==> src/rtl/mem_arbiter.sv <==
// Two-master round-robin arbiter onto one shared memory port, with a slave-wait timeout.
// Latency: one IDLE arbitration cycle per access; backpressure: masters hold valid until ready, s_ready completes.
module mem_arbiter #(
   parameter int          TIMEOUT  = 255,
   parameter logic [31:0] ERR_DATA = 32'hDEADBEEF
) (
   input  logic        clk,
   input  logic        resn,
   input  logic        m0_valid,
   input  logic        m0_instr,
   input  logic [31:0] m0_addr,
   input  logic [31:0] m0_wdata,
   input  logic [3:0]  m0_wstrb,
   output logic        m0_ready,
   output logic [31:0] m0_rdata,
   input  logic        m1_valid,
   input  logic        m1_instr,
   input  logic [31:0] m1_addr,
   input  logic [31:0] m1_wdata,
   input  logic [3:0]  m1_wstrb,
   output logic        m1_ready,
   output logic [31:0] m1_rdata,
   output logic        s_valid,
   output logic        s_instr,
   output logic [31:0] s_addr,
   output logic [31:0] s_wdata,
   output logic [3:0]  s_wstrb,
   input  logic        s_ready,
   input  logic [31:0] s_rdata,
   output logic [1:0]  grant,
   output logic        timeout_err
);

   // State encoding doubles as the one-hot grant vector.
   localparam logic [1:0] IDLE = 2'b00;
   localparam logic [1:0] GNT0 = 2'b01;
   localparam logic [1:0] GNT1 = 2'b10;
   localparam logic [7:0] TMO  = 8'(TIMEOUT);

   logic [1:0] state, state_nxt;
   logic       last_grant, last_nxt;
   logic [7:0] wait_cnt, wait_nxt;
   logic       err_q;
   logic       cur_valid;
   logic       done;
   logic       timed_out;

   always_comb begin
      cur_valid = 1'b0;
      case (state)
         GNT0:    cur_valid = m0_valid;
         GNT1:    cur_valid = m1_valid;
         default: cur_valid = 1'b0;
      endcase
   end

   // Normal completion takes priority over a timeout landing in the same cycle.
   assign done      = cur_valid && s_ready;
   assign timed_out = cur_valid && !s_ready && (wait_cnt == TMO);

   always_comb begin
      state_nxt = state;
      last_nxt  = last_grant;
      wait_nxt  = wait_cnt;
      case (state)
         IDLE: begin
            wait_nxt = 8'd0;
            if (m0_valid && (!m1_valid || last_grant)) begin
               state_nxt = GNT0;
               last_nxt  = 1'b0;
            end else if (m1_valid) begin
               state_nxt = GNT1;
               last_nxt  = 1'b1;
            end
         end
         GNT0, GNT1: begin
            if (!cur_valid || done || timed_out) begin
               state_nxt = IDLE;
            end else begin
               wait_nxt = wait_cnt + 8'd1;
            end
         end
         default: state_nxt = IDLE;
      endcase
   end

   always_ff @(posedge clk) begin
      if (!resn) begin
         state      <= IDLE;
         last_grant <= 1'b1;
         wait_cnt   <= 8'd0;
         err_q      <= 1'b0;
      end else begin
         state      <= state_nxt;
         last_grant <= last_nxt;
         wait_cnt   <= wait_nxt;
         if (timed_out) err_q <= 1'b1;
      end
   end

   // Outputs are held at zero while reset is asserted, even before the first edge.
   always_comb begin
      s_valid     = 1'b0;
      s_instr     = 1'b0;
      s_addr      = 32'h0;
      s_wdata     = 32'h0;
      s_wstrb     = 4'h0;
      m0_ready    = 1'b0;
      m0_rdata    = 32'h0;
      m1_ready    = 1'b0;
      m1_rdata    = 32'h0;
      grant       = 2'b00;
      timeout_err = 1'b0;
      if (resn) begin
         grant       = state;
         timeout_err = err_q;
         case (state)
            GNT0: begin
               s_valid  = m0_valid && !timed_out;
               s_instr  = m0_instr;
               s_addr   = m0_addr;
               s_wdata  = m0_wdata;
               s_wstrb  = m0_wstrb;
               m0_ready = done || timed_out;
               m0_rdata = timed_out ? ERR_DATA : s_rdata;
            end
            GNT1: begin
               s_valid  = m1_valid && !timed_out;
               s_instr  = m1_instr;
               s_addr   = m1_addr;
               s_wdata  = m1_wdata;
               s_wstrb  = m1_wstrb;
               m1_ready = done || timed_out;
               m1_rdata = timed_out ? ERR_DATA : s_rdata;
            end
            default: ;
         endcase
      end
   end

endmodule

==> config.mk <==
export PLATFORM = sky130hd
export DESIGN_NAME = mem_arbiter
export DESIGN_NICKNAME = d
export VERILOG_FILES = /design/src/rtl/mem_arbiter.sv
export SDC_FILE = /design/constraint.sdc
export NUM_CORES = 1
export LEC_CHECK = 0
export CORE_AREA = 2 2 121 123
export CTS_CLUSTER_DIAMETER = 100
export CTS_CLUSTER_SIZE = 30
export DETAILED_ROUTE_END_ITERATION = 10
export DIE_AREA = 0 0 123 125
export PLACE_DENSITY_LB_ADDON = 0.15
export SLEW_MARGIN = 30
export SYNTH_ARGS = -nofsm -noshare
export SYNTH_HDL_FRONTEND = slang
export SYNTH_SLANG_ARGS = --single-unit
export TNS_END_PERCENT = 100
==> constraint.sdc <==
create_clock -name clk -period 2.5 [get_ports clk]
set_input_delay 0.5 -clock clk [delete_from_list [all_inputs] [get_ports clk]]
set_output_delay 0.5 -clock clk [all_outputs]
set_load 0.02 [all_outputs]
==> results <==
worst paths after layout:
check / slack, ns / from / endpoint / cells after the start
setup reg to reg: 0.44 / state[0] / wait_cnt[5] / 9
hold / removal: 0.46 / err_q / err_q / 1
hold reg to reg: 0.46 / err_q / err_q / 1
setup / recovery: -0.02 / state[0] / m1_rdata[7] / 10
placed cells by master, fill, tap and decap left out, drive strengths merged, types with 3 or more instances in the layout:
| cell type | Yosys | layout |
|---|---|---|
| clkbuf | 26 | 4 |
| nand3 | 4 | 4 |
| nand2 | 12 | 12 |
| dlygate4sd2 | 0 | 74 |
| ha | 4 | 4 |
| nor2 | 148 | 148 |
| a22oi | 71 | 71 |
| and2 | 3 | 3 |
| inv | 8 | 8 |
| nand4 | 3 | 3 |
| a21oi | 5 | 5 |
| and3 | 19 | 19 |
| a2111oi | 3 | 3 |
| dfxtp | 12 | 12 |
| clkdlybuf4s50 | 0 | 172 |
| o31ai | 3 | 3 |
| buf | 6 | 117 |
routing by layer:
| layer | vias to the layer above | part of all wire |
|---|---|---|
| li1 | 1936 | - |
| met1 | 1823 | 0.37 |
| met2 | 199 | 0.52 |
| met3 | 11 | 0.098 |
| met4 | 0 | 0.012 |
| met5 | - | 0 |
registers in the layout, summed over array words and instances (netlist names):
register and flops:
wait_cnt 8, err_q 1, last_grant 1, state 2
what timing repair did:
| action | 4_1_cts | 5_1_grt |
|---|---|---|
| pin swaps | 2 | 11 |
| setup buffers | 7 | 0 |
| gates cloned | 2 | 0 |
| gates resized for setup | 359 | 76 |
| endpoints found under the setup margin | 136 | 66 |
synth_stat cells:
cell type / instances
nor4_4: 1
o211ai_1: 2
buf_4: 3
and3_1: 19
nand2b_1: 2
nand4b_1: 1
or4_1: 1
a21oi_1: 5
dfxtp_1: 12
o31ai_1: 3
and4_1: 2
nor2_1: 148
a2111oi_0: 3
or3_1: 2
and2_0: 2
and2_1: 1
nand2_1: 12
buf_2: 1
ha_1: 4
mux2i_1: 1
o2111ai_1: 1
inv_1: 8
a22o_1: 1
a21boi_0: 1
clkbuf_1: 26
a211o_1: 1
nand4_1: 3
xnor2_1: 2
a22oi_1: 70
o22ai_1: 2
nor2b_1: 1
o21a_1: 2
buf_1: 2
o21ai_0: 2
nand3_1: 4
a22oi_2: 1
a31oi_1: 1
nor3_1: 2
report_power, final:
part / total, mW / switching (mW) / internal [mW] / leakage, nW
registers: 0.201 / 0.00345 / 0.197 / 0.0980
clock network: 0.333 / 0.0910 / 0.242 / 0.0442
logic: 0.854 / 0.381 / 0.473 / 2.51
total: 1.39 / 0.476 / 0.912 / 2.65
area by class of cell:
type / count / share of cell area
Clock buffer: 4 / 0.0152
Inverter: 8 / 0.00514
Multi-Input combinational cell: 303 / 0.318
Sequential cell: 12 / 0.0415
Tap cell: 184 / 0.0394
Timing Repair Buffer: 365 / 0.581
cell families (layout without fill, tap and decap cells):
logic type               after synthesis  after routing
adder cells (fa/ha/maj)                4              4
AO/OA/AOI/OAI                         95             95
buffers and inverters                 40            377
flip-flops                            12             12
XOR/XNOR                               2              2
AND/OR/NAND/NOR                      201            201
multiplexers                           1              1
stage by stage:
step	hold WS, ns	utilization
after detailed placement	0.454	0.399
after global placement	0.452	0.399
after floorplan	0.432	-
after global routing	0.483	0.412
final	0.458	0.412
after CTS	0.465	0.397
==> results.txt <==
Worst slew margin: 0.646
Register area: 243 µm²
Yosys warns: 0
Yosys reg bits: 12
Number of global-route vias before repair: 3903
VDD IR max: 0.256 mV
Dpl hpwl: 11.2 mm
Initial antenna violation count: 0
Die ar.: 15400 µm²
Worst Setup Start Kind: register
Final instance area: 5850 µm²
DRT iter0 DRCs: 133
Max-cap violations: 0
Ports: 314
Register area share after synthesis: 0.117
Post-synthesis mux area share: 0.00486
Simple-Gate Fraction of Synth Area: 0.424
CP top delay family: buffers and inverters
Setup-failing EPs final: 2
CORE AREA: 14200 µm²
Placed insts: 865
GPL Wtd Cong: 0.836
Die Wd: 123 µm
CTS clk-pin slew, worst paths: 0.05 ns
Post-route minimum period: 2.52 ns
Post-Synth Adder-Cell Area: 0.0243
Inserted Clock Buffers: 3
Busiest layer in global routing: met2
Pin count of the biggest net entering global routing: 32
Cts hold-fix bufs: 0
Hold Path Class: reg -> reg
Synth Cell Area: 2060 µm²
Final std cells w/o fill: 876
Clk_lat worst skew: 0.24 ns
Xor and xnor area share after synthesis: 0.00851
Arrival @ worst endpoint: 2.02 ns
Yosys cell types: 38
Post-DR vias/cell: 4.53
GR Util met2: 0.323
Root Driver: clkbuf_16
Clk_skew: 0.00533 ns
Setup WS pre-CTS: -0.568 ns
CP Cell Sequence: inv_2, buf_6, ha_4, a22oi_2, nor4_4, buf_6, bufbuf_16, nor2_1, nor2_1, buf_4
Fmax: 397 MHz
IO Port Bufs: 313
Crit path capture type: output pin
Final worst slack: -0.0203 ns
1st-pass router iterations: 6
Leak Pwr: 2.65 nW
Initial Util: 0.145
Drt drc: 0
Syn nets: 534
Buf+Inv Stages, Crit Path: 5
Violated checks: negative setup slack
Critical path required time: 2.00 ns
Gr usage total: 0.168
First-pass GRT wire length: 20.5 mm
CP Max Fanout: 13
Largest cells by area after synthesis: nor2_1, a22oi_1, dfxtp_1
Wire per inst: 16.1 µm
Kind of critical path: reg -> out
Final ANT Viol Nets: 0
Pwr Total: 1.39 mW
Worst-margin pin slew: 0.517 ns
Total number of vias: 3969
Fillcell total: 1534
TritonCTS clock tree: built
Critical path's largest stage delay: 0.33 ns
Met1 Resource Use GR: 0.184
Layout cells sized above 1: 0.243
Die Ht: 125 µm
Compound-Gate Fraction of Synth Area: 0.342
Nets@finish: 872
Syn Area/Cell: 5.80 µm²
Hold Vio Cnt, Final: 0
Yosys top cell by area: nor2_1
Met3 GRT Util: 0.0420
Top cell type's share of synthesized area: 0.270
Cells after Synth: 355
ANT cells: 0
Post-DP Area: 5670 µm²
Status: finished, violations left
Fin crit share: 1.01
CP max stage cell: dfxtp_2
Largest family of logic cells by synthesized area: simple AND/OR/NAND/NOR gates
Row count: 44
Area growth syn-to-layout: 184%
Pwr dens: 237 nW/µm²
Setup TNS: -0.0334 ns
Htree depth: 1
Pins Over Slew Limit: 0
RSZ-0062 raised after global routing: true
Area of the multi-input gates: 1860 µm²
Post-Route WL: 14.1 mm
Sink Count: 12
Grt ovf: 0
Longest Clk Path Bufs: 2
Note: power is estimated with default switching activity, not from simulation.
